[src/rtl/mt_thread_sched.sv]
// rtl/mt_thread_sched.sv - round-robin hardware-thread issue scheduler with park/halt/wake control
// Optional SCHED_STATS_EN adds a 32-bit bubble_count output.
module mt_thread_sched #(
    parameter int NUM_THREADS = 8,
    parameter int SLEEP_WIDTH = 4,
    localparam int BITS_THREADS = $clog2(NUM_THREADS)
) (
    input  logic                    clk,
    input  logic                    rst,
    input  logic                    stall,
    input  logic [NUM_THREADS-1:0]  thread_en,
    input  logic                    park_valid,
    input  logic [BITS_THREADS-1:0] park_tid,
    input  logic [SLEEP_WIDTH-1:0]  park_cycles,
    input  logic                    halt_valid,
    input  logic [BITS_THREADS-1:0] halt_tid,
    input  logic                    wake_valid,
    input  logic [BITS_THREADS-1:0] wake_tid,
    output logic [BITS_THREADS-1:0] tid,
    output logic                    tid_valid,
    output logic [NUM_THREADS-1:0]  halted,
    output logic [NUM_THREADS-1:0]  parked
`ifdef SCHED_STATS_EN
    ,
    output logic [31:0]             bubble_count
`endif
);

    logic [SLEEP_WIDTH-1:0]  cnt      [NUM_THREADS];
    logic [SLEEP_WIDTH-1:0]  cnt_next [NUM_THREADS];
    logic [NUM_THREADS-1:0]  halted_next;
    logic [NUM_THREADS-1:0]  parked_next;
    logic [NUM_THREADS-1:0]  elig;
    logic [BITS_THREADS-1:0] last;
    logic [BITS_THREADS-1:0] pick;
    logic [BITS_THREADS-1:0] idx;
    logic                    found;

    // Park beats wake on the counter; halt beats wake on the flag.
    always_comb begin
        halted_next = halted;
        parked_next = '0;
        elig        = '0;
        for (int i = 0; i < NUM_THREADS; i++) begin
            cnt_next[i] = '0;
            if (park_valid && park_tid == BITS_THREADS'(i) && park_cycles != '0)
                cnt_next[i] = park_cycles;
            else if (wake_valid && wake_tid == BITS_THREADS'(i))
                cnt_next[i] = '0;
            else if (cnt[i] != '0)
                cnt_next[i] = cnt[i] - SLEEP_WIDTH'(1);

            if (halt_valid && halt_tid == BITS_THREADS'(i))
                halted_next[i] = 1'b1;
            else if (wake_valid && wake_tid == BITS_THREADS'(i))
                halted_next[i] = 1'b0;

            parked_next[i] = (cnt_next[i] != '0);
            elig[i] = thread_en[i] & ~halted_next[i] & ~parked_next[i];
        end
    end

    // Search starts just after the last grant; the final step wraps onto last itself.
    always_comb begin
        found = 1'b0;
        pick  = last;
        idx   = last;
        for (int k = 1; k <= NUM_THREADS; k++) begin
            idx = last + BITS_THREADS'(k);
            if (!found && elig[idx]) begin
                found = 1'b1;
                pick  = idx;
            end
        end
    end

    always_ff @(posedge clk) begin
        if (rst) begin
            tid       <= '0;
            tid_valid <= 1'b0;
            last      <= BITS_THREADS'(NUM_THREADS - 1);
            halted    <= '0;
            parked    <= '0;
            for (int i = 0; i < NUM_THREADS; i++)
                cnt[i] <= '0;
        end else begin
            for (int i = 0; i < NUM_THREADS; i++)
                cnt[i] <= cnt_next[i];
            halted <= halted_next;
            parked <= parked_next;
            if (!stall) begin
                tid_valid <= found;
                if (found) begin
                    tid  <= pick;
                    last <= pick;
                end
            end
        end
    end

`ifdef SCHED_STATS_EN
    always_ff @(posedge clk) begin
        if (rst)
            bubble_count <= '0;
        else if (!stall && !found)
            bubble_count <= bubble_count + 32'd1;
    end
`endif

endmodule
[config.mk]
export PLATFORM = sky130hd
export DESIGN_NAME = mt_thread_sched
export DESIGN_NICKNAME = d
export VERILOG_FILES = /design/src/rtl/mt_thread_sched.sv
export SDC_FILE = /design/constraint.sdc
export NUM_CORES = 1
export LEC_CHECK = 0
export ABC_AREA = 1
export CORE_MARGIN = 2
export CORE_UTILIZATION = 42
export CTS_BUF_LIST = sky130_fd_sc_hd__clkbuf_16
export DETAILED_ROUTE_END_ITERATION = 8
export GPL_ROUTABILITY_DRIVEN = 0
export GPL_TIMING_DRIVEN = 1
export PLACE_DENSITY = 0.73
export SYNTH_ARGS = -nofsm -noshare
export SYNTH_HDL_FRONTEND = slang
export SYNTH_SLANG_ARGS = --single-unit
[constraint.sdc]
create_clock -name clk -period 7.6 [get_ports clk]
set_clock_uncertainty 0.15 [all_clocks]
set_input_delay 2.28 -clock clk [delete_from_list [all_inputs] [get_ports clk]]
set_output_delay 2.28 -clock clk [all_outputs]
set_load 0.02 [all_outputs]
* Word-level counts from Yosys, hierarchy flattened
Memories as Yosys holds them, arrays and structs flattened. Index checks and enable logic that the tools add are counted. W data, S select, Z words.
Cells by class: shift operators 0, eq/ne operators 21, divide/modulo/power cells 0, bitwise logic cells 41, muxes and demuxes 83, magnitude comparators 8, reduce and logical (&&, ||, !) cells 67, $add $sub $neg 15, $mul 0
Operators by type and width (number):
- $mux W4 | 32
- $reduce_bool A4 Y1 | 17
- $logic_and A1 B1 Y1 | 39
- $eq A3 B3 Y1 const B | 12
- $mux W1 | 35
- $lt A3 B4 Y1 const B | 8
- $sub A4 B1 Y4 const B | 8
- $bmux W1 S3 | 8
- $mux W3 | 8
- $eq A3 B2 Y1 const B | 6
- $not A1 Y1 | 17
- $and A1 B1 Y1 | 16
- $add A3 B3 Y3 const B | 4
- $eq A3 B1 Y1 const B | 3
- $logic_not A3 Y1 | 3
- $or A1 B1 Y1 | 8
- $logic_not A1 Y1 | 7
- $add A3 B2 Y3 const B | 2
- $add A3 B1 Y3 const B | 1
- $reduce_and A2 Y1 | 1
Word-level totals: bits in writable memories 32, register bits after elaboration 23, bits in latches 0, memories 1, ROM bits 0, output and inout port bits 20
Memory list:
- cnt | depth 8, width 4, read ports 8, clocked after Yosys merged registers in 0, write ports 8, line 29 | logic [SLEEP_WIDTH-1:0] cnt [NUM_THREADS];

* Longest topological paths before layout
word-level depth 32, depth in mapped cells 24

* Worst setup path before layout
Ideal clock, no wire load.
path kind in2reg, from in park_cycles[2], to reg tid[0], arrival time 4165 ps, library setup time 70 ps, stages 18, setup slack 3215 ps, buffers on the path 1, path through buf_4 > nor2_8 > nand2_8 > nand2_4 > nand2_1 > o21bai_2 > nor2_1 > nand4_1 > nand3_2 > nand3_2 > nand2_4 > nor2_8 > nand4_4 > nor2_4 > o211ai_4 > o21bai_4 > nand2_1 > a21oi_1
Between the ends: cells in the longest elaborated chain, start to end 31, elaborated cells between the ends (all ways) 88, those cells by class mux: 40; bitwise: 16; reduce/logical: 32
RTL lines:
- start: declaration | line 14 | input logic [SLEEP_WIDTH-1:0] park_cycles,
- $reduce_bool A4 Y1 | line 46 | if (park_valid && park_tid == BITS_THREADS'(i) && park_cycles != '0)
- $logic_and A1 B1 Y1 | line 46
- $mux W4 | line 46
- $reduce_bool A4 Y1 | line 58 | parked_next[i] = (cnt_next[i] != '0);
- $not A1 Y1 | line 59 | elig[i] = thread_en[i] & ~halted_next[i] & ~parked_next[i];
- $and A1 B1 Y1 | line 59
- $bmux W1 S3 | line 70 | if (!found && elig[idx]) begin
- $mux W1 (not written as such) | line 70
- [... 15 more ...]
- $mux W1 | line 70
- $logic_not A1 Y1 | line 70
- $logic_and A1 B1 Y1 | line 70
- $mux W1 | line 70
- $logic_not A1 Y1 | line 70
- $logic_and A1 B1 Y1 | line 70
- $mux W1 | line 70
- $reduce_and A2 Y1 (no line)
- end signal: assignment | line 94 | tid <= pick;
- end: declaration | line 19 | output logic [BITS_THREADS-1:0] tid,
Several ways; a longest one is shown, not always the timed one. The select of a mux whose other input is x is not followed. A chain may end at the register's enable or synchronous reset.

* Final worst setup path
from in park_cycles[3], to reg tid[1]
The elaborated chain is that of the path after synthesis.

==> metrics.md <==
| Metric | Value |
|---|---|
| CTS max path bufs | 2 |
| Post-Syn Instances | 616 |
| Leading cell type in the layout, fill and taps excluded | nand2_1 |
| WL final | 10.6 mm |
| Max FO, Critical Path | 9 |
| Share of layout cells above drive strength 1 | 0.101 |
| Worst-path clk slew | 70 ps |
| Most frequent cells in the layout | 174 x nand2_1, 74 x inv_1, 65 x nand3_1 |
| Net Sw Power | 1.16 mW |
| Worst-margin pin slew | 993 ps |
| Multi-input logic area | 2500 um2 |
| Skew-Pair Late Insertion Delay | 290 ps |
| Pwr per Cell Area | 490 nW/um2 |
| Syn_nets | 653 |
| # rows | 35 |
| Root Driver | clkbuf_16 |
| Final Hold Viols | 0 |
| Die height | 101 um |
| Post-Place Setup Slack | 2100 ps |
| Global route overflow | 0 |
| Tcrit/Tclk final | 0.692 |
| Drc violations | 0 |
| Setup Fix Bufs, Post-CTS | 0 |
| Status | complete, no violations |
| Slowest stage delay, CP | 860 ps |
| Area Growth Syn to Fin | 17.6% |
| Post-CTS Resized | 0 |
| Max_slew headroom | 0.338 |
| Unrepaired setup endpoints after global routing | no |
| Crit path top cell by count | nand2_1 |
| DR vias/cell | 5.30 |
| Unique cell type count in the Yosys netlist | 36 |
| Comb pwr share | 0.673 |
| Internal power | 1.13 mW |
| Slowest-stage cell, CP | clkdlybuf4s50_1 |
| Initial antenna violation count | 0 |
| Clock power frac | 0.128 |
| Post-DR wirelength/cell | 13.9 um |
| Reg power frac | 0.199 |
| TritonCTS buffer count | 5 |
| Setup ws final | 2340 ps |
| Setup violations, final | 0 |
| Sequential cell area | 1100 um2 |
| Worst EP required | 7590 ps |
| # diodes | 0 |
| Setup CP Type | primary input to register |
| Setup TNS | 0 ps |
| Syn. warnings | 0 |
| I/O Buffers | 46 |
| # fillers | 899 |
| Critical Path, Cell by Cell | clkdlybuf4s50_1, nor2_8, nand2_8, nand2_4, nand3_1, nand2_1, nor2_1, nand4_1, nand3_1, nand2_1, nand2_1, nand2_1, clkinv_1, nand4_1, nor2_1, nor2_1, nand2_1, nand2_1, nand2_1, nand2_1, nand2_1, a21oi_1 |
| Flops & latches, synth | 55 |
| Worst vdd ir | 0.225 mV |
| TritonCTS clock tree | yes |
| Crit. End Element | register |
| Starting Density | 0.432 |
| Slew Viols, Final | 0 |
| 1st-pass router iterations | 4 |
| Max-Cap Viols | 0 |
| Largest net degree at the start of global routing | 54 |
| First-pass GRT wire length | 17.9 mm |
| Dpl hpwl | 8.40 mm |
| Post-synthesis sequential area ratio | 0.277 |
| H-tree depth | 2 |
| Count of routing violations after the opening detailed-route iteration | 272 |
| Clk sinks | 55 |
| Fin crit period | 5260 ps |
| Startpoint Class | primary input |
| Nets | 691 |
| Vias | 4060 |
| Die Area | 10300 um2 |
| Core Region | 9200 um2 |
| GRT Total Usage | 0.217 |
| Worst path arrival time | 5240 ps |
| Vias in the first global route | 3969 |
| Achievable Freq | 190 MHz |
| IO Pins | 47 |
| Post-Syn Area | 3970 um2 |
| Hold Path Class | register to register |
| Post-DRT Antenna Nets | 0 |
| Pleak | 2.17 nW |
| Sw Share | 0.505 |
| Hold-fix buffers at CTS | 0 |
| Die Span X | 101 um |
| Syn_area_per_cell | 6.45 um2 |
==> synthesized netlist by cell type <==
cell type  count  area share
nand2_1      174        0.16
inv_1         73       0.069
nand3_1       65       0.082
nor2_1        62       0.059
dfxtp_1       55        0.28
a21oi_1       45       0.057
nand4_1       19       0.030
o21ai_0       14       0.018
nor2_2        11       0.017
ha_1          10       0.031
nand2_2       10       0.016
nor2_4        10       0.028
clkbuf_1       8      0.0076
nand2_4        8       0.023
nand3_2        7       0.018
xor2_1         7       0.015
nand3b_1       5      0.0094
o21ai_1        4      0.0050
buf_2          3      0.0038
nor2_8         3       0.015
buf_4          2      0.0038
buf_6          2      0.0057
clkinv_1       2      0.0019
inv_2          2      0.0019
nor3b_1        2      0.0038
o22ai_1        2      0.0031
xnor2_1        2      0.0044
and2_1         1      0.0016
nand2_8        1      0.0050
nand4_4        1      0.0054
o211ai_4       1      0.0054
o21a_1         1      0.0019
o21ai_2        1      0.0022
o21bai_2       1      0.0028
o21bai_4       1      0.0047
or2_2          1      0.0016
==> state kept, by name (all words and copies together), names as in the netlist <==
register / cells
cnt: 32
halted: 8
last: 3
parked: 8
tid: 3
tid_valid: 1
==> power groups by stage <==
stage / registers [mW] / logic, mW / clock network [mW]
floorplan: 0.468 / 1.20 / 0
global placement: 0.458 / 1.49 / 0
detailed placement: 0.461 / 1.51 / 0
CTS: 0.455 / 1.53 / 0.297
global route: 0.466 / 1.74 / 0.309
finish: 0.455 / 1.54 / 0.294
==> routing by layer <==
layer	GRT usage	share of wire	up-vias	routed length, um
met5	0	0	-	0
met1	0.276	0.43	1832	4590
met3	0.0304	0.065	25	686
li1	-	-	2058	-
met4	0.0655	0.025	0	265
met2	0.381	0.48	145	5080
==> worst max-delay path: cells and delay by family <==
kind | cells | cell delay, ps
AOI/OAI and AO/OA | 1 | 70
buffers and inverters | 2 | 920
and+or+nand+nor | 19 | 1970
==> metrics by stage <==
step                utilization  cells  cell area [um2]  hold slack [ps]  total power, mW
CTS                       0.508    766             4670              326             2.28
finish                    0.508    766             4670              327             2.29
global placement          0.488    758             4480              315             1.94
floorplan                     -    616             3970              373             1.66
global route              0.508    766             4670              339             2.52
detailed placement        0.488    758             4480              307             1.98
==> area by class of cell <==
| class | count | area share |
|---|---|---|
| sequential | 55 | 0.236 |
| multi-input combinational | 469 | 0.535 |
| timing repair buffer | 46 | 0.0975 |
| inverter | 77 | 0.0618 |
| clock buffer | 5 | 0.0268 |
| tap | 111 | 0.0297 |
| clock inverter | 3 | 0.0137 |
==> path summary, 6_finish.rpt <==
kind | startpoint | to | slack, ps | depth (start not counted)
worst max-delay path | park_cycles[3] | tid[1]$_SDFFE_PP0P_ | 2340 | 22
worst min-delay path | tid_valid$_SDFFE_PP0N_ | tid_valid$_SDFFE_PP0N_ | 330 | 2
worst max register to register | last[0]$_SDFFE_PP1P_ | tid[1]$_SDFFE_PP0P_ | 4130 | 16
worst min register to register | tid_valid$_SDFFE_PP0N_ | tid_valid$_SDFFE_PP0N_ | 330 | 2
==> cells by family (layout without fill, tap and decap cells) <==
group / count (synthesis) / count (layout) / synth area share
DFF: 55 / 55 / 0.277
and+or+nand+nor: 380 / 380 / 0.478
adders and majority gates: 10 / 10 / 0.0315
AOI/OAI and AO/OA: 70 / 70 / 0.0995
xor gates and xnor gates: 9 / 9 / 0.0198
buffers and inverters: 92 / 131 / 0.0935
Note: power is estimated with default switching activity, not from simulation.
